==> src/rtl/la_clkgate_ctrl.sv <==
// N-channel automatic clock-gating controller: a per-channel idle-timeout FSM
// drives a latch-based ICG, and the clock is restored on demand after a fixed wake delay.

module la_clkicg #(
  parameter string PROP = "DEFAULT"
) (
  input  logic clk,
  input  logic en,
  input  logic te,
  output logic eclk
);

  logic en_lat;

  if (PROP == "") begin : g_prop_chk
    $error("la_clkicg: PROP must name a cell property");
  end

  // Transparent while clk is low, so the enable can only change outside the high phase.
  always_latch begin
    if (!clk) en_lat <= en | te;
  end

  assign eclk = clk & en_lat;

endmodule

module la_clkgate_ctrl #(
  parameter int unsigned N       = 4,
  parameter int unsigned IDLEW   = 8,
  parameter int unsigned WAKEDLY = 2,
  parameter bit          RSTON   = 1'b1,
  parameter string       PROP    = "DEFAULT"
) (
  input  logic             clk,
  input  logic             reset,
  input  logic             te,
  input  logic [IDLEW-1:0] cfg_idle,
  input  logic [N-1:0]     busy,
  input  logic [N-1:0]     force_on,
  output logic [N-1:0]     eclk,
  output logic [N-1:0]     ready,
  output logic [N-1:0]     gated
);

  typedef enum logic [1:0] {
    ST_ON    = 2'd0,
    ST_COUNT = 2'd1,
    ST_OFF   = 2'd2,
    ST_WAKE  = 2'd3
  } state_e;

  localparam state_e     RST_STATE = RSTON ? ST_ON : ST_OFF;
  localparam logic [3:0] WAKE_LOAD = 4'(WAKEDLY);

  if (N < 1 || WAKEDLY < 1 || WAKEDLY > 15) begin : g_param_chk
    $error("la_clkgate_ctrl: N must be >= 1 and WAKEDLY within 1..15");
  end

  state_e           state_q [N];
  state_e           state_d [N];
  logic [IDLEW-1:0] cnt_q   [N];
  logic [IDLEW-1:0] cnt_d   [N];
  logic [3:0]       wcnt_q  [N];
  logic [3:0]       wcnt_d  [N];
  logic [N-1:0]     en_q, en_d;
  logic [N-1:0]     ready_q, ready_d;
  logic [N-1:0]     gated_q, gated_d;
  logic [N-1:0]     act;

  always_comb begin
    act     = busy | force_on;
    en_d    = '0;
    ready_d = '0;
    gated_d = '0;
    for (int unsigned i = 0; i < N; i++) begin
      state_d[i] = state_q[i];
      cnt_d[i]   = cnt_q[i];
      wcnt_d[i]  = wcnt_q[i];
      case (state_q[i])
        ST_ON: begin
          if (!act[i]) begin
            if (cfg_idle == '0) begin
              state_d[i] = ST_OFF;
            end else begin
              state_d[i] = ST_COUNT;
              cnt_d[i]   = cfg_idle;
            end
          end
        end
        ST_COUNT: begin
          // Activity takes priority over an expiring count.
          if (act[i]) begin
            state_d[i] = ST_ON;
          end else if (cnt_q[i] == IDLEW'(1)) begin
            state_d[i] = ST_OFF;
          end else begin
            cnt_d[i] = cnt_q[i] - IDLEW'(1);
          end
        end
        ST_OFF: begin
          if (act[i]) begin
            state_d[i] = ST_WAKE;
            wcnt_d[i]  = WAKE_LOAD;
          end
        end
        ST_WAKE: begin
          if (wcnt_q[i] == 4'd1) begin
            state_d[i] = ST_ON;
          end else begin
            wcnt_d[i] = wcnt_q[i] - 4'd1;
          end
        end
        default: state_d[i] = RST_STATE;
      endcase
      en_d[i]    = (state_d[i] != ST_OFF);
      ready_d[i] = (state_d[i] == ST_ON) || (state_d[i] == ST_COUNT);
      gated_d[i] = (state_d[i] == ST_OFF);
    end
  end

  always_ff @(posedge clk or posedge reset) begin
    if (reset) begin
      for (int unsigned i = 0; i < N; i++) begin
        state_q[i] <= RST_STATE;
        cnt_q[i]   <= '0;
        wcnt_q[i]  <= '0;
      end
      en_q    <= {N{RSTON}};
      ready_q <= {N{RSTON}};
      gated_q <= {N{~RSTON}};
    end else begin
      for (int unsigned i = 0; i < N; i++) begin
        state_q[i] <= state_d[i];
        cnt_q[i]   <= cnt_d[i];
        wcnt_q[i]  <= wcnt_d[i];
      end
      en_q    <= en_d;
      ready_q <= ready_d;
      gated_q <= gated_d;
    end
  end

  for (genvar g = 0; g < N; g++) begin : g_icg
    la_clkicg #(
      .PROP (PROP)
    ) u_icg (
      .clk  (clk),
      .en   (en_q[g]),
      .te   (te),
      .eclk (eclk[g])
    );
  end

  assign ready = ready_q;
  assign gated = gated_q;

endmodule
==> config.mk <==
export PLATFORM = sky130hd
export DESIGN_NAME = la_clkgate_ctrl
export DESIGN_NICKNAME = d
export VERILOG_FILES = /design/src/rtl/la_clkgate_ctrl.sv
export SDC_FILE = /design/constraint.sdc
export NUM_CORES = 1
export LEC_CHECK = 0
export CAP_MARGIN = 10
export CELL_PAD_IN_SITES_DETAIL_PLACEMENT = 0
export CELL_PAD_IN_SITES_GLOBAL_PLACEMENT = 1
export CORE_UTILIZATION = 46
export DETAILED_ROUTE_END_ITERATION = 8
export PLACE_DENSITY_LB_ADDON = 0.12
export SLEW_MARGIN = 30
export SYNTH_ARGS = -nofsm -noshare
export SYNTH_HDL_FRONTEND = slang
export SYNTH_SLANG_ARGS = --single-unit
==> constraint.sdc <==
create_clock -name clk -period 2.7 [get_ports clk]
set_clock_uncertainty 0.05 [all_clocks]
set_input_delay 0.27 -clock clk [delete_from_list [all_inputs] [get_ports clk]]
set_output_delay 0.27 -clock clk [all_outputs]
set_load 0.02 [all_outputs]
==> results.sh <==
export IMPL_rr_endpoint="cnt_q[7]"
export IMPL_swShare_pct=42.2
export IMPL_synth_top_cell_by_area="dfrtp_1"
export IMPL_endpoint_kind="output port"
export IMPL_ys_ff_latch=72
export IMPL_worst_pin_slew_ns=0.771
export IMPL_syn_inst=487
export IMPL_ios=31
export IMPL_path_clk_slew_ns=0.09
export IMPL_required_ns=2.38
export IMPL_setup_viol=8
export IMPL_postRouteAntennaNets=0
export IMPL_crit_arrival_ns=2.44
export IMPL_synthArstFlopShare_pct=94.4
export IMPL_wl_per_cell_um=16.3
export IMPL_synth_cell_types=73
export IMPL_grt_pass1_vias=3684
export IMPL_maxSlewViolCount=0
export IMPL_grt_overflow=0
export IMPL_hpwl_um=7700
export IMPL_synthTopCellsByCount="60 x dfrtp_1, 36 x nor2_1, 35 x o21ai_0"
export IMPL_reg2reg_from="cnt_q[1]"
export IMPL_dpl_instance_area_mm2=0.00494
export IMPL_clock_latency_ns=0.46
export IMPL_grt_first_pass_wirelength_um=17900
export IMPL_startpoint="g_icg[1].u_icg.en_lat"
export IMPL_min_path_type="in2async"
export IMPL_internal_power_mw=3.19
export IMPL_netlist_top_cells_area="dfrtp_1 34%, dfstp_2 4.8%, ha_1 4.5%"
export IMPL_p_per_area_mw_per_mm2=1060
export IMPL_start_util_pct=47.6
export IMPL_status="complete, but fails checks"
export IMPL_power_switching_mw=2.33
export IMPL_violations="setup timing"
export IMPL_avgSynthCellArea_um2=9.08
export IMPL_portBuffers=30
export IMPL_syn_num_nets=522
export IMPL_grt_antenna_before_repair=0
export IMPL_avgViaCountPerCell=5.82
export IMPL_yosysMostFrequentCell="dfrtp_1"
export IMPL_die_height_um=100
export IMPL_grt_max_degree=69
export IMPL_grt_usage_pct=23.3
export IMPL_die_w_um=100
export IMPL_core_area_mm2=0.00928
export IMPL_dieArea_mm2=0.0100
export IMPL_n_antenna_cell=0
export IMPL_area_growth_pct=17.4
export IMPL_peakVddDrop_uv=469
export IMPL_routabilityCongestion=0.822
export IMPL_yosys_area_top_type_share_pct=34.0
export IMPL_critPathMaxFanout=1
export IMPL_drtIter0Drc=147
export IMPL_drc=0
export IMPL_ys_warnings_count=0
export IMPL_drive_gt1_share_pct=17.1
export IMPL_synth_main_ff_cell="dfrtp_1"
export IMPL_final_setup_worst_slack_ns=-0.0574
export IMPL_pwr_share_seq_pct=36.8
export IMPL_drv_cap=0
export IMPL_fillCellCount=841
export IMPL_syn_area_mm2=0.00442
export IMPL_combPwrFrac_pct=39.9
export IMPL_fin_nets=566
export IMPL_num_rows=35
export IMPL_leakage_nw=2.11
export IMPL_start_kind="latch"
export IMPL_r2r_cells=6
export IMPL_crit_type="latch2out"
export IMPL_setup_worst_path_end="eclk[1]"
export IMPL_totalWireLength_um=10900
export IMPL_rsz0062_at_grt="yes"
export IMPL_cts_tree="built"
export IMPL_p_clk_share_pct=23.3
export IMPL_synth_edf_count=0
export IMPL_maxSlewHeadroom_pct=48.1
export IMPL_hold_violations=0
export IMPL_reg2reg_setup_slack_ns=0.55
export IMPL_cts_setup_buffers=0
export IMPL_fin_tns_setup_ns=-0.201
export IMPL_vias=3874
export IMPL_finalInstanceArea_mm2=0.00519
export IMPL_firstDrtPassIters=4
export IMPL_place_ws_ns=-0.0339
==> how the worst min path moves through the flow <==
stage / endpoint / slack, ns / depth (start not counted)
2_1_floorplan: en_q[1] / 0.35 / 2
6_report: cnt_q[22] / 0.16 / 3
5_1_grt: wcnt_q[14] / 0.18 / 3
3_5_place_dp: cnt_q[23] / 0.48 / 2
3_3_place_gp: cnt_q[23] / 0.46 / 2
4_1_cts: cnt_q[18] / 0.17 / 3
==> what timing repair did <==
action / CTS / global route
pin swaps: 3 / 0
endpoints found under the setup margin: 8 / 8
gates cloned: 0 / 0
gates resized for setup: 25 / 3
hold buffers: 0 / 0
==> cells in the final DEF (no fill, tap or decap), types with 4 or more instances in the layout <==
cell type,count
and2_4,4
buf_4,18
nand4_1,6
o211ai_1,5
a21oi_1,32
o221ai_1,4
nor3_1,17
or2_2,7
nor4_1,6
and2_1,4
clkbuf_8,14
nand3_1,21
inv_1,28
ha_1,16
or3b_2,4
dlxtn_1,4
a31oi_1,9
nor2b_1,7
o21ai_0,35
dfstp_2,8
a211oi_1,4
nand2_1,24
clkdlybuf4s50_1,26
o2bb2ai_1,6
o22ai_1,14
buf_6,4
dfrtp_1,60
nor2_1,36
nand2b_1,10
a2bb2oi_1,5
a22oi_1,9
or3_1,6
and3_1,5
a22o_1,13
==> area by class of cell <==
class	instances	area, um2	share of cell area, %
clock buffer	20	245	4.72
inverter	30	113	2.17
multi-input combinational	365	2450	47.3
timing repair buffer	45	415	8.00
tap	129	161	3.11
clock inverter	5	31.3	0.603
sequential	72	1770	34.1
==> layer usage <==
metal  vias up  global-route usage (%)  wire length [um]
met5         -                       0                 0
li1       1904                       -                 -
met2        75                    35.6              5110
met3         7                    5.43               431
met4         0                    8.70                89
met1      1888                    32.1              5240
==> state kept, by name (all words and copies together), names as in the netlist <==
register            flops
en_q                    4
ready                   4
wcnt_q                 16
cnt_q                  32
g_icg.u_icg.en_lat      4
state_q                 8
gated                   4
==> power groups by stage <==
stage,registers [mW],clock network [mW],logic [mW]
4_1_cts,2.03,1.27,2.21
3_5_place_dp,2.04,0.238,2.20
3_3_place_gp,2.02,0.238,2.14
2_1_floorplan,1.91,0.214,1.72
5_1_grt,2.11,1.37,2.50
6_report,2.03,1.28,2.20
==> critical path: stages, from the launching register on <==
cell     delay [ns]
dlxtn_1        0.40
and2_4         0.13
buf_6          0.11
==> cell families (layout without fill, tap and decap cells) <==
family / Yosys count / in the layout / share of synthesized area [%]
adders and majority gates: 16 / 16 / 4.53
AOI/OAI and AO/OA: 166 / 166 / 26.4
latches: 4 / 4 / 1.36
DFF: 68 / 68 / 38.7
buffers and inverters: 50 / 100 / 4.64
muxes: 3 / 3 / 0.679
and+or+nand+nor: 180 / 180 / 23.6
==> stage by stage <==
| stage | util (%) | hold slack [ns] | total power [mW] | cells |
|---|---|---|---|---|
| finish | 55.9 | 0.164 | 5.52 | 666 |
| global route | 55.9 | 0.183 | 5.97 | 666 |
| global placement | 53.3 | 0.458 | 4.41 | 645 |
| CTS | 55.8 | 0.175 | 5.50 | 666 |
| floorplan | - | 0.352 | 3.84 | 487 |
| detailed placement | 53.3 | 0.479 | 4.48 | 645 |
Power figures use the tool's default switching activity.
